===== config.mk =====
export PLATFORM = sky130hd
export DESIGN_NAME = ahb_pixel_fetch
export DESIGN_NICKNAME = d
export VERILOG_FILES = /design/src/rtl/ahb_pixel_fetch.sv
export SDC_FILE = /design/constraint.sdc
export NUM_CORES = 1
export LEC_CHECK = 0
export CORE_ASPECT_RATIO = 2
export CORE_UTILIZATION = 25
export CTS_CLUSTER_DIAMETER = 60
export DETAILED_ROUTE_END_ITERATION = 12
export PLACE_DENSITY = 0.47
export SYNTH_ARGS = -nofsm -noshare
export SYNTH_HDL_FRONTEND = slang
export SYNTH_SLANG_ARGS = --single-unit

===== constraint.sdc =====
create_clock -name HCLK -period 7.85 [get_ports HCLK]
set_clock_uncertainty 0.05 [all_clocks]
set_input_delay 1.57 -clock HCLK [delete_from_list [all_inputs] [get_ports HCLK]]
set_output_delay 1.57 -clock HCLK [all_outputs]
set_load 0.005 [all_outputs]

===== src/rtl/ahb_pixel_fetch.sv =====
`default_nettype none
// ============================================================================
//  Module      : ahb_pixel_fetch
//  Description : AHB-Lite read master that fetches a run of consecutive
//                32-bit words and streams them out through a small FIFO
//                with a valid/ready handshake.
//  Revision    : 1.0 - initial release
// ============================================================================
module ahb_pixel_fetch #(
   parameter int FIFO_DEPTH = 4,
   parameter int CNT_W      = 16
) (
   input  logic             HCLK,
   input  logic             HRESETn,
   // job control
   input  logic             start,
   input  logic [31:0]      base_addr,
   input  logic [CNT_W-1:0] word_count,
   output logic             busy,
   output logic             done,
   // AHB-Lite master
   output logic [31:0]      HADDR,
   output logic [1:0]       HTRANS,
   output logic             HWRITE,
   output logic [2:0]       HSIZE,
   input  logic             HREADY,
   input  logic [31:0]      HRDATA,
   // pixel stream
   output logic [31:0]      pix_data,
   output logic             pix_valid,
   input  logic             pix_ready
);

   localparam int c_AW = $clog2(FIFO_DEPTH);

   localparam logic [1:0] c_IDLE  = 2'd0;
   localparam logic [1:0] c_FETCH = 2'd1;
   localparam logic [1:0] c_DRAIN = 2'd2;
   localparam logic [1:0] c_DONE  = 2'd3;

   localparam logic [1:0]      c_HTRANS_IDLE   = 2'b00;
   localparam logic [1:0]      c_HTRANS_NONSEQ = 2'b10;
   localparam logic [c_AW+1:0] c_DEPTH         = (c_AW+2)'(FIFO_DEPTH);

   logic [1:0]       r_state;
   logic [31:0]      r_addr;
   logic [CNT_W-1:0] r_left;      // address phases still to issue
   logic             r_dphase;    // one data phase outstanding
   logic [31:0]      r_mem [FIFO_DEPTH];
   logic [c_AW-1:0]  r_wptr;
   logic [c_AW-1:0]  r_rptr;
   logic [c_AW:0]    r_count;

   logic             w_room;
   logic             w_nonseq;
   logic             w_accept;
   logic             w_push;
   logic             w_pop;
   logic             w_valid;
   logic             w_dphase_nxt;
   logic [c_AW:0]    w_count_nxt;

   // Issue only when every word already in flight is guaranteed a FIFO slot,
   // so the FIFO cannot overflow. A pending NONSEQ stays asserted under
   // HREADY=0 because occupancy can only shrink while the bus is stalled.
   assign w_room   = ({1'b0, r_count} + {{(c_AW+1){1'b0}}, r_dphase}) < c_DEPTH;
   assign w_nonseq = (r_state == c_FETCH) && (r_left != '0) && w_room;
   assign w_accept = w_nonseq && HREADY;
   assign w_push   = r_dphase && HREADY;
   assign w_valid  = (r_count != '0);
   assign w_pop    = w_valid && pix_ready;

   // The data phase following an accepted address phase completes only on
   // HREADY; the pipeline advances only when HREADY is high.
   assign w_dphase_nxt = HREADY ? w_accept : r_dphase;

   // Next occupancy, used to leave DRAIN in the same cycle the last word pops
   always_comb begin
      w_count_nxt = r_count;
      case ({w_push, w_pop})
         2'b10:   w_count_nxt = r_count + (c_AW+1)'(1);
         2'b01:   w_count_nxt = r_count - (c_AW+1)'(1);
         default: w_count_nxt = r_count;
      endcase
   end

   assign HADDR     = r_addr;
   assign HTRANS    = w_nonseq ? c_HTRANS_NONSEQ : c_HTRANS_IDLE;
   assign HWRITE    = 1'b0;
   assign HSIZE     = 3'b010;
   assign pix_valid = w_valid;
   assign pix_data  = w_valid ? r_mem[r_rptr] : 32'd0;
   assign done      = (r_state == c_DONE);
   // busy rises combinationally with the accepted start so that a zero-length
   // job still shows a single busy cycle before its done pulse.
   assign busy      = (r_state == c_FETCH) || (r_state == c_DRAIN) ||
                      ((r_state == c_IDLE) && start);

   // Job sequencing: capture job parameters, step address and issue count
   always_ff @(posedge HCLK or negedge HRESETn) begin
      if (!HRESETn) begin
         r_state <= c_IDLE;
         r_addr  <= 32'd0;
         r_left  <= '0;
      end else begin
         case (r_state)
            c_IDLE: begin
               if (start) begin
                  if (word_count != '0) begin
                     r_state <= c_FETCH;
                     r_addr  <= base_addr & 32'hFFFF_FFFC;
                     r_left  <= word_count;
                  end else begin
                     r_state <= c_DONE;
                  end
               end
            end
            c_FETCH: begin
               if (w_accept) begin
                  r_addr <= r_addr + 32'd4;
                  r_left <= r_left - CNT_W'(1);
                  if (r_left == CNT_W'(1)) begin
                     r_state <= c_DRAIN;
                  end
               end
            end
            c_DRAIN: begin
               if (!w_dphase_nxt && (w_count_nxt == '0)) begin
                  r_state <= c_DONE;
               end
            end
            default: begin
               r_state <= c_IDLE;
            end
         endcase
      end
   end

   // Data-phase tracking and FIFO pointers/occupancy
   always_ff @(posedge HCLK or negedge HRESETn) begin
      if (!HRESETn) begin
         r_dphase <= 1'b0;
         r_wptr   <= '0;
         r_rptr   <= '0;
         r_count  <= '0;
      end else begin
         r_dphase <= w_dphase_nxt;
         r_count  <= w_count_nxt;
         if (w_push) begin
            r_wptr <= r_wptr + c_AW'(1);
         end
         if (w_pop) begin
            r_rptr <= r_rptr + c_AW'(1);
         end
      end
   end

   // FIFO storage; contents are never observed while the FIFO is empty
   always_ff @(posedge HCLK) begin
      if (w_push) begin
         r_mem[r_wptr] <= HRDATA;
      end
   end

endmodule
`default_nettype wire


* Word level (Yosys, flattened, before mapping) *
Memory sizes are Yosys's and may differ from the RTL's.
Index checks and enable logic that the tools add are counted.

operators by class
  add/sub/neg operators = 7
  magnitude comparators = 1
  equal/unequal tests = 11
  multiplexer cells = 20
  reductions and logical operators = 18

operator list
  kind                     count
  $mux W32                 4
  $pmux W32 S2             1
  $mux W16                 3
  $add A32 B3 Y32 const B  1
  $pmux W16 S2             1
  $reduce_bool A16 Y1      2
  $eq A16 B1 Y1 const B    1
  $sub A16 B1 Y16 const B  1
  $mux W2                  6
  $reduce_and A4 Y1        2
  $logic_and A1 B1 Y1      7
  $eq A2 B2 Y1 const B     3
  $ne A2 B1 Y1 const B     3
  $pmux W2 S3              1
  $pmux W3 S2              1
  $add A2 B1 Y2 const B    2
  $add A3 B1 Y4            1
  $eq A2 B1 Y1 const B     2
  $lt A4 B3 Y1 const B     1
  $ne A2 B2 Y1 const B     2
  $add A3 B1 Y3 const B    1
  $logic_not A3 Y1         1
  $mux W1                  3
  $reduce_bool A3 Y1       1
  other kinds (5)          6

word-level totals
  register bits after elaboration = 58
  memory bits (writable) = 128
  input port bits = 85
  output and inout bits = 73
  word-level logic and storage cells = 65
  memories = 1

memories
  name   depth  bits a word  rd ports  clocked after Yosys merged registers in  wr ports  line  text
  r_mem  4      32           1         0                                        1         49    logic [31:0] r_mem [FIFO_DEPTH];

* Depth between registers and ports, before layout *
Gate-level depths: netlist of run 1.

  depth after elaboration = 9
  depth in mapped cells = 11
  gate-level depth less buffers = 11

* Least setup slack after synthesis of run 1 *
Ideal clock, no wire load.

  path type = register to output
  start = register r_rptr[0]
  end = output port pix_data[23]
  data arrival time = 1.842 ns
  setup slack = 4.388 ns
  cell stages (with the launch flop) = 5
  cells stage by stage = dfrtp_1 clkbuf_1 buf_1 mux4_2 and2_1

between the ends
  cells in the longest elaborated chain, start to end = 2

RTL lines
  item                    line  text
  from (decl)             51    logic [c_AW-1:0] r_rptr;
  from (signal assigned)  153   r_rptr <= r_rptr + c_AW'(1);
  $mem_v2 Z4 W32          -
  $mux W32                92    assign pix_data = w_valid ? r_mem[r_rptr] : 32'd0;
  to (decl)               29    output logic [31:0] pix_data,

Every way passes these cells.

* Worst setup path after layout of run 1 *
  start = register r_state[1]
  end = output port HTRANS[1]

between the ends
  cells in the longest elaborated chain, start to end = 4

RTL lines
  item                               line  text
  from (decl)                        45    logic [1:0] r_state;
  from (signal assigned)             102   r_state <= c_IDLE;
  from (signal assigned)             110   r_state <= c_FETCH;
  from (signal assigned)             114   r_state <= c_DONE;
  $eq A2 B1 Y1                       67    assign w_nonseq = (r_state == c_FETCH) && (r_left != '0) && w_room;
  $logic_and A1 B1 Y1 (2 in series)  67
  $mux W2                            88    assign HTRANS = w_nonseq ? c_HTRANS_NONSEQ : c_HTRANS_IDLE;
  to (decl)                          23    output logic [1:0] HTRANS,

Every way passes these cells.

==> results of run 1 <==
[path summary, 6_finish.rpt]
kind	endpoint	slack, ps
setup / recovery	HTRANS[1]	3390
hold / removal	r_rptr[0]$_DFFE_PN0N_	420
setup reg to reg	HADDR[16]$_DFFE_PN0P_	4260
hold reg to reg	r_rptr[0]$_DFFE_PN0N_	420
max in group asynchronous	r_rptr[1]$_DFFE_PN0N_	5910
min in group asynchronous	HADDR[28]$_DFFE_PN0P_	1230
[synth_stat cells (all sizes together) (9+ instances only)]
master,n
nor4,11
mux4,32
nor3,18
edfxtp,128
o22ai,28
clkbuf,19
nor2,26
inv,15
nand4,10
o21ai,29
buf,25
and2,35
nand2,38
mux2i,9
and3,13
ha,14
a21oi,46
dfrtp,56
nand3,16
[state kept, by name, summed over array words and instances (netlist names)]
signal / flops
r_mem: 128
HADDR: 30
r_left: 16
r_count: 3
r_rptr: 2
r_state: 2
r_wptr: 2
r_dphase: 1
[per-layer routing]
| metal | routed length (um) | part of all wire [%] |
|---|---|---|
| met1 | 8670 | 36 |
| met2 | 13400 | 57 |
| met3 | 813 | 3.4 |
| met4 | 852 | 3.6 |
| met5 | 0 | 0 |
[cell type report]
| cell class | count | area [sq um] |
|---|---|---|
| clock inverters | 15 | 136 |
| clock buffers | 17 | 425 |
| fillers | 3465 | 22700 |
| inverters | 15 | 56.3 |
| multi-input cells | 410 | 3120 |
| well taps | 436 | 546 |
| repair buffers | 156 | 1540 |
| flip-flops and latches | 184 | 5250 |
[per-stage QoR]
stage / total power, mW / setup WS, ps / hold slack, ps / utilization, % / area (sq um)
after global placement: 3.29 / 3310 / 416 / 31.1 / 10500
after global routing: 4.35 / 3190 / 465 / 32.8 / 11100
after detailed placement: 3.30 / 3320 / 421 / 31.1 / 10500
after floorplan: 2.47 / 4390 / 427 / - / 8640
after CTS: 4.15 / 3310 / 431 / 32.8 / 11100
final: 4.07 / 3390 / 424 / 32.8 / 11100
[power breakdown]
group	switching, mW	total (mW)	internal [mW]
registers	0.265	1.51	1.24
logic	0.812	1.73	0.921
clock network	0.418	0.836	0.419
total	1.49	4.07	2.58
[logic make-up (layout without fill, tap and decap cells)]
kind of cell	Yosys count	count (layout)	share of synthesized area, %
AO/OA/AOI/OAI	140	140	10.1
XOR/XNOR	6	6	0.610
adder cells (fa/ha/maj)	15	15	2.26
buffers and inverters	59	203	3.27
flip-flops	184	184	60.9
multiplexers	42	42	9.54
other	2	7	0.0871
AND/OR/NAND/NOR	200	200	13.3
==> out/summary.txt, run 1 <==
==========================================================================================
Commonest non-fill, non-tap cell in the layout                                sky130_fd_sc_hd__clkdlybuf4s50_1
Layout Area Growth over Synthesis                                                    28.4%
Met1 global-route usage                                                              14.2%
Count of routing violations after the opening detailed-route iteration                 267
Number of cell rows                                                                     95
Final Hold Violating Endpoints                                                           0
Vias/cell                                                                             4.80
Async set-or-reset flop fraction in the synthesized netlist                          30.4%
Clock tree buffer depth                                                                  2
Final weighted congestion in routability-driven placement                            0.801
Type of element capturing the critical path                                   primary output
Post-Synthesis Cells                                                                   648
Clock Root Buffer                                                             sky130_fd_sc_hd__clkbuf_16
Number of buffers added by the clock tree synthesis step                                17
Final Slew Violations                                                                    0
Sequential fraction of the synthesis area                                            60.9%
Final number of setup-violating endpoints                                                0
Post-layout instance count excluding filler cells                                    1,233
Total leakage power                                                                3.76 nW
Origin of the worst setup path                                                r_state[1]$_DFFE_PN0P_
Total global-route track usage                                                       14.0%
Actual transition at the worst max-transition pin                                  1050 ps
Die span in y                                                                       265 um
Critical Path Stages                                                                     6
Delay contributed by the slowest stage of the critical path                         560 ps
CP Buf/Inv Count                                                                         3
Startpoint of the worst register-to-register path                             r_state[1]$_DFFE_PN0P_
Total gr overflow                                                                        0
Total number of H-tree levels                                                            4
Pwr per Cell Area                                                              368 nW/um^2
Max Cap Violations                                                                       0
Classification of the worst-slack hold path                                   flop to flop
Top FF cell, synth                                                            sky130_fd_sc_hd__edfxtp_1
Slowest library cell on the worst path                                        sky130_fd_sc_hd__ha_2
Clock tree from TritonCTS                                                             done
GRT met3 Usage                                                                       2.47%
Cell breakdown of the critical path                                           inv_1, ha_2, buf_4, nand3b_1, nor2_1, clkdlybuf4s50_1
Mean cell area of the mapped netlist                                            13.3 sq um
Max Fanout on Critical Path                                                             41
Source-to-sink clock delay at the later pin of the worst-skew pair                  450 ps
Leading area contributor after synthesis                                      sky130_fd_sc_hd__edfxtp_1
Vias in the first global route                                                       6,131
Cell types with the largest area share after synthesis                        sky130_fd_sc_hd__edfxtp_1 (45%), sky130_fd_sc_hd__dfrtp_1 (16%), sky130_fd_sc_hd__mux4_2 (8.4%)
R2r worst-path depth                                                                    10
Final layout net count                                                                 884
Setup Total Neg Slack                                                                 0 ps
DP Wirelength                                                                      16.4 mm
Remaining max-slew budget at the tightest pin                                        29.5%
Share of the clock period used by the worst path after layout                        56.8%
Start point of the worst hold path                                            r_rptr[0]$_DFFE_PN0N_
Horizontal die dimension                                                            133 um
Hold Buf Count CTS                                                                       0
Min cycle time layout                                                              4460 ps
Antenna violations before repair                                                         0
Clock sink count                                                                       184
Number of design rule violations left after detail routing                               0
Input/output buffers                                                                   148
Wire length of the first global-routing pass                                       36.7 mm
Warning count from the yosys run                                                         0
CP arrival                                                                         2840 ps
Result of the run                                                                completed
Number of placed I/O pins                                                              158
Largest net degree at the start of global routing                                       57
Number of setup buffers added after CTS                                                  0
Post-synth top area share                                                            44.6%
Total number of vias                                                                 5,922
Cell type group with the largest total delay on the critical path             buffers and inverters
1st-pass router iterations                                                               4
Combined area of all synthesized cells                                          8620 sq um
Fmax                                                                             0.224 GHz
Distinct cell type count of the synthesized netlist                                     63
Category of the critical setup timing path                                    flop to primary output
Synthesis-stage register bit count                                                     184
Post-detailed-route wirelength per cell                                            19.3 um
Total wire length                                                                  23.8 mm
RSZ-0062 raised after global routing                                                    no
IR Drop Worst-Case VDD                                                            0.159 mV
Most frequent cells in the layout                                             sky130_fd_sc_hd__clkdlybuf4s50_1 (147), sky130_fd_sc_hd__edfxtp_1 (128), sky130_fd_sc_hd__dfrtp_1 (54), sky130_fd_sc_hd__a21oi_1 (45), sky130_fd_sc_hd__nand2_1 (37)
Critical Path Source Type                                                             flop
Post-cts sizing count                                                                    0
Number of antenna-violating nets in the routed design                                    0
Die Footprint                                                                 35,300 sq um
Number of enable flip-flop cells after synthesis                                       128
Initial core utilization                                                             25.5%
ANT cells                                                                                0
Core area                                                                     33,800 sq um
Met2 demand-to-capacity share in global routing                                      26.9%
GRT busiest layer                                                                     met2
Depth of the worst hold-timing path                                                      1
Clock edge transition at the registers on the reported setup and hold paths          70 ps
Post-placement cell count                                                            1,201
Proportion of layout cells with a drive suffix above 1                               12.3%
Worst path required time                                                           6230 ps
==========================================================================================
No activity file was read; power rests on OpenSTA's default activity.
==> inputs of run 2 (changes only) <==
clock period = 4.3 ns   (was 7.85 ns; I/O delays follow)
==> run 2 against run 1 <==
Compared with the run above:
- clock power is 94% higher
- combinational power up 84%
- critical path depth did not move
- final cell count grew 0.24%
- via count is 0.98% higher
- largest cell class unchanged
- highest routed layer unchanged
==> out/summary.txt, run 2 (synthesized netlist as in run 1, its figures left out) <==
==========================================================================================
Number of setup buffers added after CTS                                                  0
Type of element capturing the critical path                                   primary output
Total number of H-tree levels                                                            4
Post-detailed-route wirelength per cell                                            19.6 um
Proportion of layout cells with a drive suffix above 1                               12.6%
Max Fanout on Critical Path                                                              7
Input/output buffers                                                                   148
Max Cap Violations                                                                       0
Min cycle time layout                                                              3540 ps
Count of filler cells inserted in the layout                                         3,418
Post-placement cell count                                                            1,205
Total gr overflow                                                                        0
Layout Area Growth over Synthesis                                                    29.4%
Flip-flop count of the largest register after layout                                   128
Final Hold Violating Endpoints                                                           0
Number of buffers added by the clock tree synthesis step                                17
Setup Total Neg Slack                                                                 0 ps
Number of cell rows                                                                     95
IR Drop Worst-Case VDD                                                            0.339 mV
Clock Root Buffer                                                             sky130_fd_sc_hd__clkbuf_16
Final weighted congestion in routability-driven placement                            0.806
Die span in y                                                                       265 um
Most frequent cells in the layout                                             sky130_fd_sc_hd__clkdlybuf4s50_1 (147), sky130_fd_sc_hd__edfxtp_1 (128), sky130_fd_sc_hd__dfrtp_1 (54), sky130_fd_sc_hd__a21oi_1 (45), sky130_fd_sc_hd__nand2_1 (37)
Vias/cell                                                                             4.84
Total global-route track usage                                                       14.2%
1st-pass router iterations                                                               4
R2r worst-path depth                                                                     8
ANT cells                                                                                0
Most flops, register                                                                 r_mem
Category of the critical setup timing path                                    flop to primary output
Vias in the first global route                                                       6,204
Number of placed I/O pins                                                              158
Post-layout instance count excluding filler cells                                    1,236
Clock tree from TritonCTS                                                             done
Worst path required time                                                           3390 ps
Number of design rule violations left after detail routing                               0
Classification of the worst-slack hold path                                   primary input to async pin
Final layout net count                                                                 888
Final number of setup-violating endpoints                                                0
Final Slew Violations                                                                    0
Horizontal die dimension                                                            133 um
CP arrival                                                                         2630 ps
Source-to-sink clock delay at the later pin of the worst-skew pair                  440 ps
Hold Buf Count CTS                                                                       0
Fmax                                                                             0.283 GHz
Pwr per Cell Area                                                              682 nW/um^2
Clock edge transition at the registers on the reported setup and hold paths          80 ps
Share of the clock period used by the worst path after layout                        82.2%
Commonest non-fill, non-tap cell in the layout                                sky130_fd_sc_hd__clkdlybuf4s50_1
Total leakage power                                                                3.80 nW
Total wire length                                                                  24.2 mm
Result of the run                                                                completed
Clock tree buffer depth                                                                  2
Actual transition at the worst max-transition pin                                   981 ps
Remaining max-slew budget at the tightest pin                                        34.6%
Die Footprint                                                                 35,300 sq um
RSZ-0062 raised after global routing                                                    no
DP Wirelength                                                                      16.6 mm
Total number of vias                                                                 5,980
Number of antenna-violating nets in the routed design                                    0
Post-cts sizing count                                                                    0
Largest net degree at the start of global routing                                       40
Core area                                                                     33,800 sq um
Critical Path Source Type                                                             flop
Wire length of the first global-routing pass                                       36.8 mm
Antenna violations before repair                                                         0
Count of routing violations after the opening detailed-route iteration                 209
Clock sink count                                                                       184
Initial core utilization                                                             25.5%
==========================================================================================
==> run 2: cell types whose count changed in the layout (fill, tap and decap cells not counted), sizes merged <==
cell	previous run	this run
buf	9	13
bufinv	0	2
inv	22	21
clkbuf	17	18
clkinv	3	0
==> run 2: layer usage <==
layer	vias up	routed length [um]	global-route usage (%)
met4	0	669	6.05
met2	166	14000	27.9
li1	2773	-	-
met3	33	841	2.98
met1	3008	8770	13.9
met5	-	0	0
==> run 2: layout make-up <==
cell class | instances | area (sq um) | area share [%]
inverters | 15 | 56.3 | 0.505
flip-flops and latches | 184 | 5250 | 47.1
clock inverters | 13 | 160 | 1.44
multi-input cells | 410 | 3120 | 28.0
well taps | 436 | 546 | 4.89
repair buffers | 160 | 1590 | 14.3
clock buffers | 18 | 429 | 3.85
==> run 2: final timing paths <==
check | from | to | slack, ps
max in group asynchronous | HRESETn | HADDR[8]$_DFFE_PN0P_ | 2820
worst max-delay path | r_left[0]$_DFFE_PN0P_ | HTRANS[1] | 760
min in group HCLK | r_wptr[0]$_DFFE_PN0P_ | r_wptr[0]$_DFFE_PN0P_ | 500
worst min register to register | r_wptr[0]$_DFFE_PN0P_ | r_wptr[0]$_DFFE_PN0P_ | 500
worst min-delay path | HRESETn | HADDR[28]$_DFFE_PN0P_ | 450
worst max register to register | r_state[1]$_DFFE_PN0P_ | HADDR[16]$_DFFE_PN0P_ | 1240
==> run 2: power breakdown <==
group	switching (mW)	internal, mW	total [mW]	leakage [nW]
logic	1.46	1.73	3.19	1.72
clock network	0.743	0.873	1.62	0.273
registers	0.527	2.26	2.79	1.81
==> run 2: metrics by stage <==
step | setup WS [ps] | total power [mW] | area (sq um) | util, % | hold slack, ps
finish | 764 | 7.60 | 11100 | 33.0 | 451
global route | 558 | 8.09 | 11100 | 33.0 | 507
CTS | 625 | 7.74 | 11100 | 33.0 | 455
detailed placement | 801 | 6.10 | 10600 | 31.3 | 482
global placement | 831 | 6.07 | 10600 | 31.3 | 463
floorplan | 1550 | 4.52 | 8640 | - | 427
==> run 2: critical path, cell delays in order, from the launching register on <==
cell	delay, ps
sky130_fd_sc_hd__dfrtp_1	430
sky130_fd_sc_hd__inv_1	120
sky130_fd_sc_hd__ha_1	180
sky130_fd_sc_hd__nor4b_1	330
sky130_fd_sc_hd__and4_1	550
sky130_fd_sc_hd__nor2_1	120
sky130_fd_sc_hd__clkdlybuf4s50_1	460
==> inputs of run 3 (changes only) <==
PLACE_DENSITY = 0.49   (was 0.47)
clock period = 3.2 ns   (was 4.3 ns; I/O delays follow)
==> run 3 against run 2 <==
Compared with the run above:
- core utilization grew 0.60 points
- via count shrank 0.28%
- power grew 34%
- final area grew 1.8%
- critical path type unchanged
- critical endpoint is now pix_data[28]
==> out/summary.txt, run 3 (synthesized netlist as in run 1, its figures left out) <==
==========================================================================================
Result of the run                                                                completed
Clock Root Buffer                                                             sky130_fd_sc_hd__clkbuf_16
Type of element capturing the critical path                                   primary output
Final weighted congestion in routability-driven placement                            0.843
Critical Path Source Type                                                             flop
Number of cell rows                                                                     95
GRT busiest layer                                                                     met2
Wire length of the first global-routing pass                                       36.6 mm
Number of buffers added by the clock tree synthesis step                                17
Max Cap Violations                                                                       0
Post-detailed-route wirelength per cell                                            18.7 um
Final Hold Violating Endpoints                                                           0
Met1 global-route usage                                                              14.1%
Number of antenna-violating nets in the routed design                                    0
Most flops, register                                                                 r_mem
Count of filler cells inserted in the layout                                         3,417
Total gr overflow                                                                        0
CP arrival                                                                         2320 ps
Total leakage power                                                                3.92 nW
Post-placement cell count                                                            1,223
Met2 demand-to-capacity share in global routing                                      26.9%
DP Wirelength                                                                      16.3 mm
Most frequent cells in the layout                                             sky130_fd_sc_hd__clkdlybuf4s50_1 (147), sky130_fd_sc_hd__edfxtp_1 (128), sky130_fd_sc_hd__dfrtp_1 (54), sky130_fd_sc_hd__a21oi_1 (45), sky130_fd_sc_hd__nand2_1 (37)
Antenna violations before repair                                                         1
Share of the clock period used by the worst path after layout                        94.0%
R2r worst-path depth                                                                     9
Number of design rule violations left after detail routing                               0
Remaining max-slew budget at the tightest pin                                        44.0%
Post-cts sizing count                                                                    0
Fmax                                                                             0.332 GHz
Horizontal die dimension                                                            133 um
Number of placed I/O pins                                                              158
Layout Area Growth over Synthesis                                                    31.7%
Flip-flop count of the largest register after layout                                   128
Hold Buf Count CTS                                                                       0
Total number of H-tree levels                                                            4
Pwr per Cell Area                                                              894 nW/um^2
Commonest non-fill, non-tap cell in the layout                                sky130_fd_sc_hd__clkdlybuf4s50_1
Count of routing violations after the opening detailed-route iteration                 262
Die span in y                                                                       265 um
Initial core utilization                                                             25.5%
Number of setup buffers added after CTS                                                  0
Final Slew Violations                                                                    0
Cell breakdown of the critical path                                           buf_12, mux4_2, and2_1, clkdlybuf4s50_1
Worst hold slack after final layout                                                36.5 ps
Min cycle time layout                                                              3010 ps
Total wire length                                                                  23.4 mm
Die Footprint                                                                 35,300 sq um
1st-pass router iterations                                                               4
Category of the critical setup timing path                                    flop to primary output
IR Drop Worst-Case VDD                                                            0.442 mV
RSZ-0062 raised after global routing                                                    no
Vias in the first global route                                                       6,286
Input/output buffers                                                                   148
Final number of setup-violating endpoints                                                0
Source-to-sink clock delay at the later pin of the worst-skew pair                  440 ps
Core area                                                                     33,800 sq um
Max Fanout on Critical Path                                                             32
Slowest library cell on the worst path                                        sky130_fd_sc_hd__mux4_2
Actual transition at the worst max-transition pin                                   840 ps
Clock sink count                                                                       184
Largest net degree at the start of global routing                                       47
Clock tree buffer depth                                                                  2
Worst path required time                                                           2510 ps
Final layout net count                                                                 906
Placed cell area                                                              10,800 sq um
Overall Power                                                                      10.2 mW
Total number of vias                                                                 5,963
ANT cells                                                                                0
Clock tree from TritonCTS                                                             done
Setup Total Neg Slack                                                                 0 ps
Delay contributed by the slowest stage of the critical path                         540 ps
Classification of the worst-slack hold path                                   primary input to async pin
GRT met3 Usage                                                                       2.85%
Post-layout instance count excluding filler cells                                    1,255
Total global-route track usage                                                       14.0%
Vias/cell                                                                             4.75
Proportion of layout cells with a drive suffix above 1                               14.7%
Clock edge transition at the registers on the reported setup and hold paths          70 ps
Cell area after layout                                                        11,400 sq um
==========================================================================================
## run 3: cell count changes in the layout (fill, tap and decap cells not counted), moves of 2 or more
cell,change
sky130_fd_sc_hd__clkinv_8,+2
sky130_fd_sc_hd__buf_12,+7
sky130_fd_sc_hd__clkinvlp_4,-3
sky130_fd_sc_hd__clkinv_4,+4
sky130_fd_sc_hd__buf_4,+11
sky130_fd_sc_hd__bufinv_16,-2
## run 3: layout make-up
type	instances	area, sq um	share of cell area [%]
Inverter	15	56.3	0.496
Sequential cell	184	5250	46.2
Multi-Input combinational cell	410	3120	27.5
Clock buffer	17	425	3.75
Timing Repair Buffer	178	1810	16.0
Tap cell	436	546	4.81
Clock inverter	15	143	1.26
## run 3: worst paths after layout
path                       slack, ps                  start               endpoint
max in group asynchronous       2460                HRESETn  r_rptr[0]$_DFFE_PN0N_
max                              190  r_rptr[0]$_DFFE_PN0N_           pix_data[28]
max reg2reg                      520  r_left[0]$_DFFE_PN0P_   HADDR[7]$_DFFE_PN0P_
min reg2reg                      460  r_rptr[0]$_DFFE_PN0N_  r_rptr[0]$_DFFE_PN0N_
min in group HCLK                460  r_rptr[0]$_DFFE_PN0N_  r_rptr[0]$_DFFE_PN0N_
min                               40                HRESETn  HADDR[28]$_DFFE_PN0P_
## run 3: metrics by stage
step	util (%)	setup WS, ps
3_5_place_dp	31.9	34.9
6_report	33.6	192
3_3_place_gp	31.9	57.0
5_1_grt	33.6	59.5
2_1_floorplan	-	660
4_1_cts	33.6	101
## run 3: power by group
part | internal, mW | switching (mW) | leakage, nW
Combinational | 2.43 | 2.08 | 1.84
Clock | 1.03 | 1.01 | 0.273
Sequential | 3.04 | 0.569 | 1.81
Total | 6.50 | 3.66 | 3.92
## run 3: worst max-delay path: cells and delay by family, from the launching register on
family                 cells  cell delay (ps)
flip-flops                 1              400
buffers and inverters      2              730
multiplexers               1              540
AND/OR/NAND/NOR            1              200
## run 3: per-layer routing
metal | share of wire (%) | vias up
met3 | 3.4 | 40
li1 | - | 2810
met1 | 37 | 2944
met2 | 57 | 167
met5 | 0.051 | -
met4 | 3.1 | 2
